--- config.mk ---
export PLATFORM = sky130hd
export DESIGN_NAME = dma_dev_channel
export DESIGN_NICKNAME = d
export VERILOG_FILES = /design/src/rtl/dma_pkg.sv /design/src/rtl/dma_cfg_regs.sv /design/src/rtl/dma_dev_channel.sv
export SDC_FILE = /design/constraint.sdc
export NUM_CORES = 1
export LEC_CHECK = 0
export ABC_AREA = 1
export BUFFER_PORTS_ARGS = -buffer_cell sky130_fd_sc_hd__buf_2
export CORE_MARGIN = 3
export CORE_UTILIZATION = 45
export DETAILED_ROUTE_END_ITERATION = 10
export GPL_TIMING_DRIVEN = 0
export MAX_ROUTING_LAYER = met4
export PLACE_DENSITY = 0.74
export SETUP_SLACK_MARGIN = 0.05
export SLEW_MARGIN = 20
export SYNTH_ARGS = -nofsm -noshare
export SYNTH_HDL_FRONTEND = slang
export SYNTH_SLANG_ARGS = --single-unit
--- constraint.sdc ---
create_clock -name clk -period 5.74 [get_ports clk]
set_clock_uncertainty 0.15 [all_clocks]
set_input_delay 0.574 -clock clk [delete_from_list [all_inputs] [get_ports clk]]
set_output_delay 0.574 -clock clk [all_outputs]
set_load 0.005 [all_outputs]
--- src/rtl/dma_pkg.sv ---
// Shared types and constants for the device-to-memory DMA channel.
// Latency: n/a (declarations only).
// Backpressure: n/a.
package dma_pkg;

  // Channel sequencer states, in the order a transfer walks through them.
  typedef enum logic [2:0] {
    ST_IDLE  = 3'd0,
    ST_ARMED = 3'd1,
    ST_REQ   = 3'd2,
    ST_ACKW  = 3'd3,
    ST_XFER  = 3'd4,
    ST_DRAIN = 3'd5,
    ST_DONE  = 3'd6
  } dma_state_e;

  // CPU-visible register indices.
  localparam logic [1:0] REG_BASE   = 2'd0;
  localparam logic [1:0] REG_COUNT  = 2'd1;
  localparam logic [1:0] REG_CTRL   = 2'd2;
  localparam logic [1:0] REG_STATUS = 2'd3;

  // CTRL bit positions; only irq_en is stored, the others are write pulses.
  localparam int CTRL_START    = 0;
  localparam int CTRL_IRQ_EN   = 1;
  localparam int CTRL_CLR_DONE = 2;
  localparam int CTRL_ABORT    = 3;

  // STATUS flag positions; remaining count sits in the low bits.
  localparam int STAT_BUSY = 31;
  localparam int STAT_DONE = 30;

  // Each captured word advances the byte address by one 32-bit word.
  localparam int WORD_BYTES = 4;

endpackage

--- src/rtl/dma_cfg_regs.sv ---
// CPU register file for the DMA channel: BASE/COUNT/CTRL storage, command pulses, STATUS read.
// Latency: register writes land on the next clock edge; command pulses and cfg_rdata are combinational.
// Backpressure: none; BASE/COUNT writes and start are silently dropped while the channel is busy.
module dma_cfg_regs
  import dma_pkg::*;
#(
  parameter int ADDR_W = 32,
  parameter int CNT_W  = 5
) (
  input  logic              clk,
  input  logic              rst,
  input  logic              cfg_we,
  input  logic [1:0]        cfg_addr,
  input  logic [31:0]       cfg_wdata,
  output logic [31:0]       cfg_rdata,
  input  logic              busy,
  input  logic              done_set,
  input  logic [CNT_W-1:0]  remaining,
  output logic [ADDR_W-1:0] base,
  output logic [CNT_W-1:0]  count,
  output logic              start_pulse,
  output logic              abort_pulse,
  output logic              irq
);

  logic [ADDR_W-1:0] base_q, base_d;
  logic [CNT_W-1:0]  count_q, count_d;
  logic              irq_en_q, irq_en_d;
  logic              done_q, done_d;
  logic              irq_q, irq_d;
  logic              wr_base, wr_count, wr_ctrl, clear_pulse;

  // Decode writes; BASE/COUNT are frozen while a transfer owns them.
  assign wr_base     = cfg_we && (cfg_addr == REG_BASE)  && !busy;
  assign wr_count    = cfg_we && (cfg_addr == REG_COUNT) && !busy;
  assign wr_ctrl     = cfg_we && (cfg_addr == REG_CTRL);
  assign start_pulse = wr_ctrl && cfg_wdata[CTRL_START] && !busy && (count_q != '0);
  assign abort_pulse = wr_ctrl && cfg_wdata[CTRL_ABORT];
  assign clear_pulse = wr_ctrl && cfg_wdata[CTRL_CLR_DONE];

  // Next-state for stored registers; completion overrides a simultaneous clear.
  always_comb begin
    base_d   = wr_base  ? cfg_wdata[ADDR_W-1:0] : base_q;
    count_d  = wr_count ? cfg_wdata[CNT_W-1:0]  : count_q;
    irq_en_d = wr_ctrl  ? cfg_wdata[CTRL_IRQ_EN] : irq_en_q;
    done_d   = done_q;
    if (clear_pulse) done_d = 1'b0;
    if (done_set)    done_d = 1'b1;
    irq_d    = done_d && irq_en_d;
  end

  // Register state; irq is its own flop so it tracks done & irq_en exactly.
  always_ff @(posedge clk or posedge rst) begin
    if (rst) begin
      base_q   <= '0;
      count_q  <= '0;
      irq_en_q <= 1'b0;
      done_q   <= 1'b0;
      irq_q    <= 1'b0;
    end else begin
      base_q   <= base_d;
      count_q  <= count_d;
      irq_en_q <= irq_en_d;
      done_q   <= done_d;
      irq_q    <= irq_d;
    end
  end

  // Combinational read mux; CTRL reads back only the stored irq_en bit.
  always_comb begin
    cfg_rdata = '0;
    case (cfg_addr)
      REG_BASE:  cfg_rdata = 32'(base_q);
      REG_COUNT: cfg_rdata = 32'(count_q);
      REG_CTRL:  cfg_rdata[CTRL_IRQ_EN] = irq_en_q;
      default: begin
        cfg_rdata[STAT_BUSY]    = busy;
        cfg_rdata[STAT_DONE]    = done_q;
        cfg_rdata[CNT_W-1:0]    = remaining;
      end
    endcase
  end

  assign base  = base_q;
  assign count = count_q;
  assign irq   = irq_q;

endmodule

--- src/rtl/dma_dev_channel.sv ---
// Single-channel DMA: waits for device ready, wins the system bus, acks the device, streams words to memory.
// Latency: req->bus_req 1 clk, grant->dev_ack 1 clk, first word 1 clk after ack, then 1 word/clk; done 2 clks after last capture.
// Backpressure: dev_req or bus_grant low during streaming pauses the channel back to ARMED and replays REQ/ACKW.
module dma_dev_channel
  import dma_pkg::*;
#(
  parameter int ADDR_W = 32,
  parameter int DATA_W = 32,
  parameter int CNT_W  = 5
) (
  input  logic              clk,
  input  logic              rst,
  input  logic              cfg_we,
  input  logic [1:0]        cfg_addr,
  input  logic [31:0]       cfg_wdata,
  output logic [31:0]       cfg_rdata,
  input  logic              dev_req,
  output logic              dev_ack,
  output logic              dev_iowrite,
  input  logic [DATA_W-1:0] dev_data,
  output logic              bus_req,
  input  logic              bus_grant,
  output logic [ADDR_W-1:0] mem_addr,
  output logic [DATA_W-1:0] mem_wdata,
  output logic              mem_we,
  output logic              irq
);

  localparam logic [CNT_W-1:0]  ONE_WORD  = CNT_W'(1);
  localparam logic [ADDR_W-1:0] ADDR_STEP = ADDR_W'(WORD_BYTES);

  dma_state_e        state_q, state_d;
  logic [ADDR_W-1:0] cur_addr_q, cur_addr_d;
  logic [CNT_W-1:0]  remaining_q, remaining_d;
  logic              bus_req_q, bus_req_d;
  logic              dev_ack_q, dev_ack_d;
  logic              mem_we_q, mem_we_d;
  logic [ADDR_W-1:0] mem_addr_q, mem_addr_d;
  logic [DATA_W-1:0] mem_wdata_q, mem_wdata_d;

  logic              busy, done_set, start_pulse, abort_pulse;
  logic [ADDR_W-1:0] base;
  logic [CNT_W-1:0]  count;

  assign busy = (state_q != ST_IDLE);

  dma_cfg_regs #(
    .ADDR_W (ADDR_W),
    .CNT_W  (CNT_W)
  ) u_cfg (
    .clk         (clk),
    .rst         (rst),
    .cfg_we      (cfg_we),
    .cfg_addr    (cfg_addr),
    .cfg_wdata   (cfg_wdata),
    .cfg_rdata   (cfg_rdata),
    .busy        (busy),
    .done_set    (done_set),
    .remaining   (remaining_q),
    .base        (base),
    .count       (count),
    .start_pulse (start_pulse),
    .abort_pulse (abort_pulse),
    .irq         (irq)
  );

  // Sequencer next-state plus registered-output and datapath updates.
  always_comb begin
    state_d     = state_q;
    cur_addr_d  = cur_addr_q;
    remaining_d = remaining_q;
    bus_req_d   = bus_req_q;
    dev_ack_d   = dev_ack_q;
    mem_we_d    = 1'b0;
    mem_addr_d  = mem_addr_q;
    mem_wdata_d = mem_wdata_q;
    done_set    = 1'b0;

    if (abort_pulse && busy) begin
      // Abort drops everything without writing or flagging completion.
      state_d   = ST_IDLE;
      bus_req_d = 1'b0;
      dev_ack_d = 1'b0;
    end else begin
      case (state_q)
        ST_IDLE: begin
          if (start_pulse) begin
            state_d     = ST_ARMED;
            cur_addr_d  = base;
            remaining_d = count;
          end
        end
        ST_ARMED: begin
          if (dev_req) begin
            state_d   = ST_REQ;
            bus_req_d = 1'b1;
          end
        end
        ST_REQ: begin
          if (bus_grant) begin
            state_d   = ST_ACKW;
            dev_ack_d = 1'b1;
          end
        end
        ST_ACKW: begin
          // One lead cycle of ack so the device can put its first word on the bus.
          state_d = ST_XFER;
        end
        ST_XFER: begin
          if (dev_req && bus_grant) begin
            mem_we_d    = 1'b1;
            mem_addr_d  = cur_addr_q;
            mem_wdata_d = dev_data;
            cur_addr_d  = cur_addr_q + ADDR_STEP;
            remaining_d = remaining_q - ONE_WORD;
            if (remaining_q == ONE_WORD) begin
              state_d   = ST_DRAIN;
              dev_ack_d = 1'b0;
            end
          end else begin
            // Lost either side of the handshake: release both and re-arbitrate.
            state_d   = ST_ARMED;
            bus_req_d = 1'b0;
            dev_ack_d = 1'b0;
          end
        end
        ST_DRAIN: begin
          // Last word is on mem_we this cycle; release the bus after it.
          state_d   = ST_DONE;
          bus_req_d = 1'b0;
        end
        ST_DONE: begin
          done_set = 1'b1;
          state_d  = ST_IDLE;
        end
        default: begin
          state_d   = ST_IDLE;
          bus_req_d = 1'b0;
          dev_ack_d = 1'b0;
        end
      endcase
    end
  end

  // State, datapath and output registers; reset discards any transfer in flight.
  always_ff @(posedge clk or posedge rst) begin
    if (rst) begin
      state_q     <= ST_IDLE;
      cur_addr_q  <= '0;
      remaining_q <= '0;
      bus_req_q   <= 1'b0;
      dev_ack_q   <= 1'b0;
      mem_we_q    <= 1'b0;
      mem_addr_q  <= '0;
      mem_wdata_q <= '0;
    end else begin
      state_q     <= state_d;
      cur_addr_q  <= cur_addr_d;
      remaining_q <= remaining_d;
      bus_req_q   <= bus_req_d;
      dev_ack_q   <= dev_ack_d;
      mem_we_q    <= mem_we_d;
      mem_addr_q  <= mem_addr_d;
      mem_wdata_q <= mem_wdata_d;
    end
  end

  assign bus_req     = bus_req_q;
  assign dev_ack     = dev_ack_q;
  assign mem_we      = mem_we_q;
  assign mem_addr    = mem_addr_q;
  assign mem_wdata   = mem_wdata_q;
  // The channel only ever reads the device, so it always lets the device drive.
  assign dev_iowrite = 1'b0;

endmodule

## Word-level counts from Yosys, hierarchy flattened

Index checks and enable logic that the tools add are counted.

- Memories kept: 0
- Bits of input ports: 71
- Logic and storage cells: 96
- Bits in registers: 147
- Bits in writable memories: 0
- ROM bits: 0
- Latch bits: 0
- Output and inout port bits: 101

- Reductions and logical operators: 27
- Equality and inequality tests: 18
- $add $sub $neg: 2
- Bitwise operators: 1
- Div/mod/pow operators: 0
- Shift operators: 0
- Order comparisons: 0
- Multiply operators: 0
- Mux-type cells: 35

Operator list:

| operator | number |
|---|---|
| $mux 32 | 2 |
| $pmux 32 s2 | 1 |
| $add 32x3->32 const B | 1 |
| $mux 25 | 1 |
| $mux 3 | 6 |
| $pmux 3 s6 | 1 |
| $mux 1 | 15 |
| $logic_and 1x1->1 | 13 |
| $ne 3x3->1 const B | 4 |
| $pmux 1 s3 | 4 |
| $mux 5 | 2 |
| $pmux 5 s2 | 1 |
| $eq 3x3->1 const B | 3 |
| $pmux 3 s3 | 1 |
| $reduce_and 3->1 | 3 |
| $reduce_and 4->1 | 2 |
| $eq 3x2->1 const B | 2 |
| $eq 5x1->1 const B | 1 |
| $reduce_bool 5->1 | 1 |
| $reduce_or 5->1 | 1 |
| $sub 5x1->5 const B | 1 |
| $ne 2x1->1 const B | 2 |
| $ne 2x2->1 const B | 2 |
| $ne 4x4->1 const B | 1 |
| other kinds (12) | 12 |

## Logic depth before layout (Yosys ltp)

Gate-level depths: netlist of the first run.

- Depth in word-level cells: 8
- Depth in mapped cells: 10
- Depth with buffers taken out: 10

## Cells and area by module

From an unflattened synthesis of the first run, not the netlist that was laid out.

- Cell total of the unflattened synthesis: 968
- Area total of the unflattened synthesis: 7443.4 µm²

By module, submodules not included:

| module | seq. area each (µm²) | times used | cells an instance | area each (µm²) |
|---|---|---|---|---|
| dma_dev_channel | 2677.6 | 1 | 735 | 5383.9 |
| dma_cfg_regs | 1001.0 | 1 | 233 | 2059.5 |

## Worst setup path after synthesis of the first run

OpenSTA, ideal clock, no wires.

- Kind: input to output
- Start: in cfg_addr[1]
- End: out cfg_rdata[10]
- Arrival: 1426 ps
- Path slack: 3590 ps
- Buffers on the path: 2
- Required time: 5016 ps
- Cell stages on the path: 5
- Cell sequence: buf_2 > nor2_2 > inv_2 > clkbuf_1 > nor2_1

- Cells in the longest elaborated chain, start to end: 2

RTL lines:

| item | line | RTL |
|---|---|---|
| from (decl) | dma_dev_channel.sv:14 | `input logic [1:0] cfg_addr,` |
| $logic_not 2->1 | dma_cfg_regs.sv:72 | `case (cfg_addr)` |
| $mux 25 | dma_cfg_regs.sv:72 |  |
| to (decl) | dma_dev_channel.sv:16 | `output logic [31:0] cfg_rdata,` |

No other way between the ends.

## Worst setup path after layout of the first run

- Start: in cfg_addr[1]
- End: out cfg_rdata[20]

Same word-level chain as after synthesis.

==> impl_metrics.ini, run 1 <==
[grt]
grt_pass1_wl_um = 31700
gr-total-overflow = 0
antenna_found_initial = 0
grtUsageTotal_pct = 22.9
grt_pass1_vias = 6434
grt_start_max_net_pins = 75

[place]
place_congestion = 0.953
hpwl_um = 14900
dp_slack_ns = 3.23
dpl.cell_count = 1352
portBuffers = 169

[timing]
finalWorstSetupSlack_ns = 3.19
relSlewSlack_pct = 65.9
fmax_mhz = 393
setup_viol = 0
rsz0062_at_grt = no
drv_slew = 0
tns_ns = 0
hold_viol = 0
whs_ns = 0.0623
tightest_slew_ns = 0.511
final.period_utilization_pct = 44.4
fin_crit_ns = 2.55

[yosys]
synthArstFlopShare_pct = 100
syn_avg_cell_area_um2 = 7.53
syn_area_um2 = 7310
ys.warnings.count = 0
ys_seq_elements = 147
ys.flop_type = dfrtp_1
synth_cells = 971
ys_seq_area_share_pct = 50.3
synth.distinct_cells = 38
syn_nets = 1045
synth_edf_count = 0

[drt]
drc = 0
routedWlPerCell_um = 14.0
wl_um = 19400
via_per_inst = 4.94
drt_iter0_drc = 451
vias = 6840
first_pass_iters = 5
ant_nets = 0

[clock_network]
cts.sinks = 147
hold_buffers = 0
ctsLongestPathBuffers = 2
cts_tree = yes
clock_latency_ns = 0.42
cts_buffers = 17
cts.clk_slew.worst_paths_ns = 0.06
cts-root-buf = clkbuf_16
htree_num_levels = 4
postCtsSetupRepairBufs = 0
post_cts_resized = 0

[critical_path]
setup.worst_path.end_class = primary output
critPathLaunchType = input pin
crit_type = in -> out
cp.required_ns = 5.02
cp.arrival_ns = 1.82
critPathMaxFanout = 10

[floorplanning]
die_w_um = 133
die_y_um = 133
die_area_um2 = 17800
num_io_pins = 172
core_area_um2 = 15500
placementRows = 45
initial_core_util_pct = 47.1

[power_and_ir_drop]
power_leakage_uw = 0.00484
power_density_nw_per_um2 = 538
ir_drop_uv = 275

[layout]
final_cell_mix = 338 x nand2_1, 181 x buf_2, 147 x dfrtp_1
num_antenna_cells = 0
syn2layout_area_growth_pct = 24.3
stdcell_count = 1384
fillers = 1476
layout_commonest_cell = nand2_1
nNetsFinal = 1234
postLayoutCoreUtil_pct = 58.5
drive_gt1_share_pct = 21.4

[min_path]
holdCritPathClass = in -> async

[flow_run]
drv_cap = 0

[run_status]
outcome = finished clean
path summary, 6_finish.rpt:
check                               from             end  slack, ns  cells after the start
hold reg to reg            mem_wdata[21]   mem_wdata[21]       0.32                      2
setup / recovery             cfg_addr[1]   cfg_rdata[20]       3.19                      6
hold / removal                       rst    mem_wdata[8]       0.06                      2
max in group asynchronous            rst         dev_ack       4.65                      3
setup reg to reg           cur_addr_q[2]  cur_addr_q[26]       3.72                     10
min in group clk            dev_data[23]   mem_wdata[23]       0.20                      3
critical path: stages:
cell	delay, ns
buf_2	0.15
nor2_2	0.34
inv_2	0.16
clkbuf_1	0.27
nor2_1	0.19
buf_2	0.14
sequential cells by signal (all words and copies together) (netlist names), 3 cells and up:
signal / cells
cur_addr_q: 32
u_cfg.base: 32
mem_wdata: 32
u_cfg.count: 5
state_q: 3
mem_addr: 32
remaining_q: 5
power by group:
part           total, uW  leakage (uW)  switching, uW  internal [uW]
clock               1180      0.000306            433            749
combinational       1860       0.00274           1150            714
sequential          1850       0.00180            334           1520
logic make-up (layout without fill, tap and decap cells):
group	count (synthesis)	in the layout	share of synthesized area, %
flops	147	147	50.3
fa+ha+maj	3	3	0.513
mux	2	2	0.308
simple gates	557	557	31.4
buf+inv	130	332	7.84
compound gates	131	131	9.63
other cells	1	1	0.0513
layer usage:
layer	GRT usage (%)	part of all wire (%)	vias to the layer above
met1	31.0	47	3113
met3	4.87	6.5	36
met2	34.6	44	243
li1	-	-	3448
met5	-	0	-
met4	7.43	2.1	0
layout make-up:
cell class              instances  area [um2]  area share (%)
plain buffers                  37         221            2.44
clock buffers                  19         453            4.98
clock inverters                13         180            1.98
inverters                      93         359            3.95
multi-input cells             694        3060            33.7
flip-flops and latches        147        3680            40.5
well taps                     211         264            2.90
repair buffers                170         873            9.61
cell usage after synthesis, drive strengths merged (3+ instances only):
cell type  instances  area, um2
a21oi             30        150
and2               5       31.3
buf               23        169
clkbuf            14       52.6
dfrtp            147       3680
ha                 3       37.5
inv               92        348
nand2            340       1290
nand3             65        330
nand4              7       58.8
nor2             134        549
o211ai             3       22.5
o21ai             90        469
o221ai             3       26.3
per-stage QoR:
stage               area (um2)  total power (uW)
floorplan                 7310              3020
global route              9090              5320
CTS                       9090              4920
detailed placement        8460              3720
finish                    9090              4890
global placement          8420              3650
(Power assumes the default switching activity.)
==> inputs of run 2 (changes only) <==
--- a/config.mk
+++ b/config.mk
@@ -12,7 +12,7 @@
 export DETAILED_ROUTE_END_ITERATION = 10
 export GPL_TIMING_DRIVEN = 0
 export MAX_ROUTING_LAYER = met4
-export PLACE_DENSITY = 0.74
+export PLACE_DENSITY = 0.76
 export SETUP_SLACK_MARGIN = 0.05
 export SLEW_MARGIN = 20
 export SYNTH_ARGS = -nofsm -noshare
==> constraint.sdc (replaced) <==
create_clock -name clk -period 2.25 [get_ports clk]
set_clock_uncertainty 0.15 [all_clocks]
set_input_delay 0.225 -clock clk [delete_from_list [all_inputs] [get_ports clk]]
set_output_delay 0.225 -clock clk [all_outputs]
set_load 0.005 [all_outputs]
==> impl_metrics.ini, run 2 (same netlist as run 1, synthesis figures left out) <==
[floorplanning]
num_io_pins = 172
die_w_um = 133
die_area_um2 = 17800
placementRows = 45
die_y_um = 133
initial_core_util_pct = 47.1
core_area_um2 = 15500

[critical_path]
critPathLaunchType = flip-flop
cp.arrival_ns = 2.18
critPathMaxFanout = 10
path_cells = nor2_1, nand2_2, clkinv_1, clkbuf_1, nand3_1, nand3_1, nand2_1
r2r_start = state_q[1]
cp.required_ns = 2.41
max_stage_delay_ns = 0.45
crit_type = reg -> reg
path_common_cell = nand3_1
critPathLaunch = state_q[1]
slowest_stage = dfrtp_1
setup.worst_path.end_class = flip-flop

[clock_network]
postCtsSetupRepairBufs = 0
cts_buffers = 17
cts_tree = yes
cts.clk_slew.worst_paths_ns = 0.06
cts-root-buf = clkbuf_16
ctsLongestPathBuffers = 2
htree_num_levels = 4
clock_latency_ns = 0.42
cts.sinks = 147

[place]
portBuffers = 169
hpwl_um = 15000
place_congestion = 0.946

[timing]
rsz0062_at_grt = no
fin_crit_ns = 2.02
relSlewSlack_pct = 51.8
final.period_utilization_pct = 89.9
drv_slew = 0
setup_viol = 0
tightest_slew_ns = 0.721
fmax_mhz = 494
hold_viol = 0

[layout]
nNetsFinal = 1304
postLayoutCoreUtil_pct = 63.1
final_cell_mix = 338 x nand2_1, 181 x buf_2, 147 x dfrtp_1
drive_gt1_share_pct = 20.1
num_antenna_cells = 0
syn2layout_area_growth_pct = 34.0
layout_commonest_cell = nand2_1
fillers = 1365

[power_and_ir_drop]
finalPower_uw = 12600
power_density_nw_per_um2 = 1290
ir_drop_uv = 779
power_leakage_uw = 0.00514

[grt]
grt_start_max_net_pins = 34
gr-total-overflow = 0
grt_busiest_layer = met2
global_route.usage.met3_pct = 4.76
grt_pass1_wl_um = 34600
antenna_found_initial = 0
grt_pass1_vias = 6835
grtUsageTotal_pct = 24.8
grtUsageMet2_pct = 38.2
grt_use_met1_pct = 33.4

[flow_run]
drv_cap = 0

[drt]
drt_iter0_drc = 582
via_per_inst = 4.92
vias = 7150
routedWlPerCell_um = 14.4
drc = 0
wl_um = 20900
first_pass_iters = 6
ant_nets = 0

[min_path]
hp-start = cfg_we
holdCritPathClass = in -> reg

[run_status]
outcome = finished clean
## run 2: final timing paths
check | endpoint | slack, ns | cells past startpoint
hold / removal | u_cfg.irq_en_q | 0.14 | 4
min in group asynchronous | mem_wdata[11] | 0.32 | 3
max in group asynchronous | u_cfg.count[3] | 0.78 | 5
setup reg to reg | cur_addr_q[11] | 0.23 | 7
hold reg to reg | mem_wdata[13] | 0.31 | 2
setup / recovery | cur_addr_q[11] | 0.23 | 7
## run 2: power breakdown
| group | total [uW] | switching, uW | internal [uW] | leakage, uW |
|---|---|---|---|---|
| Combinational | 4890 | 2980 | 1910 | 0.00304 |
| Clock | 2970 | 1060 | 1910 | 0.000304 |
| Sequential | 4740 | 872 | 3870 | 0.00180 |
| Total | 12600 | 4920 | 7680 | 0.00514 |
## run 2: metrics by stage
step | hold WS [ns] | setup WS, ns | setup TNS [ns] | cell area, um2 | cells
6_report | 0.140 | 0.228 | 0 | 9800 | 1453
5_1_grt | 0.143 | 0.0975 | 0 | 9800 | 1453
4_1_cts | 0.123 | 0.230 | 0 | 9790 | 1453
3_5_place_dp | 0.224 | 0.234 | 0 | 8510 | 1355
3_3_place_gp | 0.276 | -0.897 | -129.50 | 8430 | 1351
2_1_floorplan | 0.192 | 0.0280 | 0 | 7320 | 971
## run 2: area by class of cell
cell class | instances | area, um2 | share of cell area (%)
Inverter | 93 | 355 | 3.63
Buffer | 37 | 221 | 2.26
Tap cell | 211 | 264 | 2.69
Timing Repair Buffer | 240 | 1600 | 16.3
Multi-Input combinational cell | 694 | 3070 | 31.3
Sequential cell | 147 | 3680 | 37.5
Clock buffer | 22 | 464 | 4.74
Clock inverter | 9 | 153 | 1.56
## run 2: routing by layer
layer  share of wire (%)  vias to the layer above
li1                    -                     3584
met5                   0                        -
met4                 1.9                        0
met3                 6.8                       31
met2                  46                      290
met1                  46                     3245
## run 2: worst max-delay path, delay by kind of cell, from the launching register on
| family | cells | cell delay [ns] |
|---|---|---|
| flops | 1 | 0.45 |
| simple gates | 5 | 0.71 |
| buf+inv | 2 | 0.58 |
## run 2: timing repair
item | 4_1_cts | 5_1_grt
resized for setup | 0 | 1
endpoints found under the setup margin | 0 | 1
hold buffers | 67 | 0
hold endpoints to repair | 104 | 0
==> inputs of run 3 (changes only) <==
--- a/config.mk
+++ b/config.mk
@@ -8,11 +8,11 @@
 export ABC_AREA = 1
 export BUFFER_PORTS_ARGS = -buffer_cell sky130_fd_sc_hd__buf_2
 export CORE_MARGIN = 3
-export CORE_UTILIZATION = 45
+export CORE_UTILIZATION = 49
 export DETAILED_ROUTE_END_ITERATION = 10
 export GPL_TIMING_DRIVEN = 0
 export MAX_ROUTING_LAYER = met4
-export PLACE_DENSITY = 0.76
+export PLACE_DENSITY = 0.82
 export SETUP_SLACK_MARGIN = 0.05
 export SLEW_MARGIN = 20
 export SYNTH_ARGS = -nofsm -noshare
==> impl_metrics.ini, run 3 (same netlist as run 1, synthesis figures left out) <==
[drt]
vias = 7257
via_per_inst = 5.09
ant_nets = 0
routedWlPerCell_um = 14.9
drt_iter0_drc = 480
first_pass_iters = 5
drc = 0
wl_um = 21200

[power_and_ir_drop]
power.share.sequential_pct = 38.1
p_sw_uw = 4980
internal_power_uw = 7530
combPwrFrac_pct = 39.5
ir_drop_uv = 651
power_density_nw_per_um2 = 1280
power_leakage_uw = 0.00512
finalPower_uw = 12500
p_clk_share_pct = 22.5
switching_share_pct = 39.8

[min_path]
holdCritPathClass = in -> reg

[grt]
grt_start_max_net_pins = 35
grt_pass1_wl_um = 34500
antenna_found_initial = 0
grtUsageTotal_pct = 27.2
grt_pass1_vias = 6943
gr-total-overflow = 0

[floorplanning]
placementRows = 44
initial_core_util_pct = 50.1
core_area_um2 = 14600
num_io_pins = 172
die_y_um = 128
die_area_um2 = 16400
die_w_um = 128

[critical_path]
critPathMaxFanout = 10
cp.arrival_ns = 2.12
cp.required_ns = 2.41
crit_type = reg -> reg
setup.worst_path.end_class = flip-flop
critPathLaunchType = flip-flop

[timing]
hold_viol = 0
rsz0062_at_grt = no
setup_viol = 0
fmax_mhz = 510
relSlewSlack_pct = 65.1
tightest_slew_ns = 0.524
drv_slew = 0
fin_crit_ns = 1.96
final.period_utilization_pct = 87.1
whs_ns = 0.132
tns_ns = 0

[clock_network]
cts.clk_slew.worst_paths_ns = 0.06
cts.sinks = 147
ctsLongestPathBuffers = 2
cts-root-buf = clkbuf_16
cts_tree = yes
postCtsSetupRepairBufs = 0
cts_buffers = 17
clock_latency_ns = 0.42
htree_num_levels = 4

[layout]
num_antenna_cells = 0
nNetsFinal = 1305
final_cell_mix = 338 x nand2_1, 181 x buf_2, 147 x dfrtp_1
layout_commonest_cell = nand2_1
fillers = 1187
syn2layout_area_growth_pct = 33.4
drive_gt1_share_pct = 20.2
design_area_um2 = 9760

[place]
place_congestion = 0.910
place_area_um2 = 8500
portBuffers = 169
hpwl_um = 15200

[flow_run]
drv_cap = 0

[run_status]
outcome = finished clean
run 3: cell count changes in the layout (fill, tap and decap cells not counted), sizes merged:
| cell | change |
|---|---|
| clkbuf | -3 |
| bufinv | -1 |
| inv | -1 |
| clkinvlp | +3 |
| buf | +1 |
run 3: final timing paths:
kind	start	end	slack, ns	cells after the start
max	state_q[1]	cur_addr_q[14]	0.29	7
min	cfg_we	u_cfg.irq_en_q	0.13	4
max reg2reg	state_q[1]	cur_addr_q[14]	0.29	7
min reg2reg	mem_wdata[24]	mem_wdata[24]	0.31	2
max in group asynchronous	rst	u_cfg.base[26]	1.01	5
min in group asynchronous	rst	mem_wdata[8]	0.21	3
run 3: metrics by stage:
step | instances | worst slack [ns] | util (%)
floorplan | 971 | 0.0280 | -
global placement | 1324 | -0.868 | 57.5
detailed placement | 1329 | 0.248 | 58.3
CTS | 1425 | 0.237 | 66.8
global route | 1425 | 0.138 | 66.9
finish | 1425 | 0.290 | 66.9
run 3: worst max-delay path: stages (launching register included):
cell and delay [ns]:
dfrtp_1 0.46, nor2_1 0.14, nand2_2 0.12, clkinv_1 0.15, clkbuf_1 0.41, nand3_1 0.23
nand3_1 0.12, nand2_1 0.05
run 3: timing repair:
action,CTS,global route
hold buffers,67,0
gates resized for setup,0,1
setup endpoints to repair,0,2
hold endpoints to repair,143,0
run 3: area by class of cell:
type,count,area [um2],area share (%)
sequential,147,3680,37.7
multi-input combinational,694,3070,31.4
clock inverter,10,136,1.40
tap,184,230,2.36
clock buffer,19,443,4.54
buffer,37,221,2.27
inverter,93,355,3.64
timing repair buffer,241,1620,16.6
run 3: layer usage:
layer	track usage [%]	wire length [um]
met2	42.0	9930
met1	36.9	9450
met4	8.43	394
met3	4.88	1460
met5	-	0
run 3: power groups by stage:
stage                     combinational [uW]  sequential, uW  clock [uW]
final                                   4940            4760        2810
after global routing                    5650            4900        2960
after CTS                               4910            4720        2840
after detailed placement                4780            4740           0
after global placement                  4630            4690           0
after floorplan                         3090            4600           0
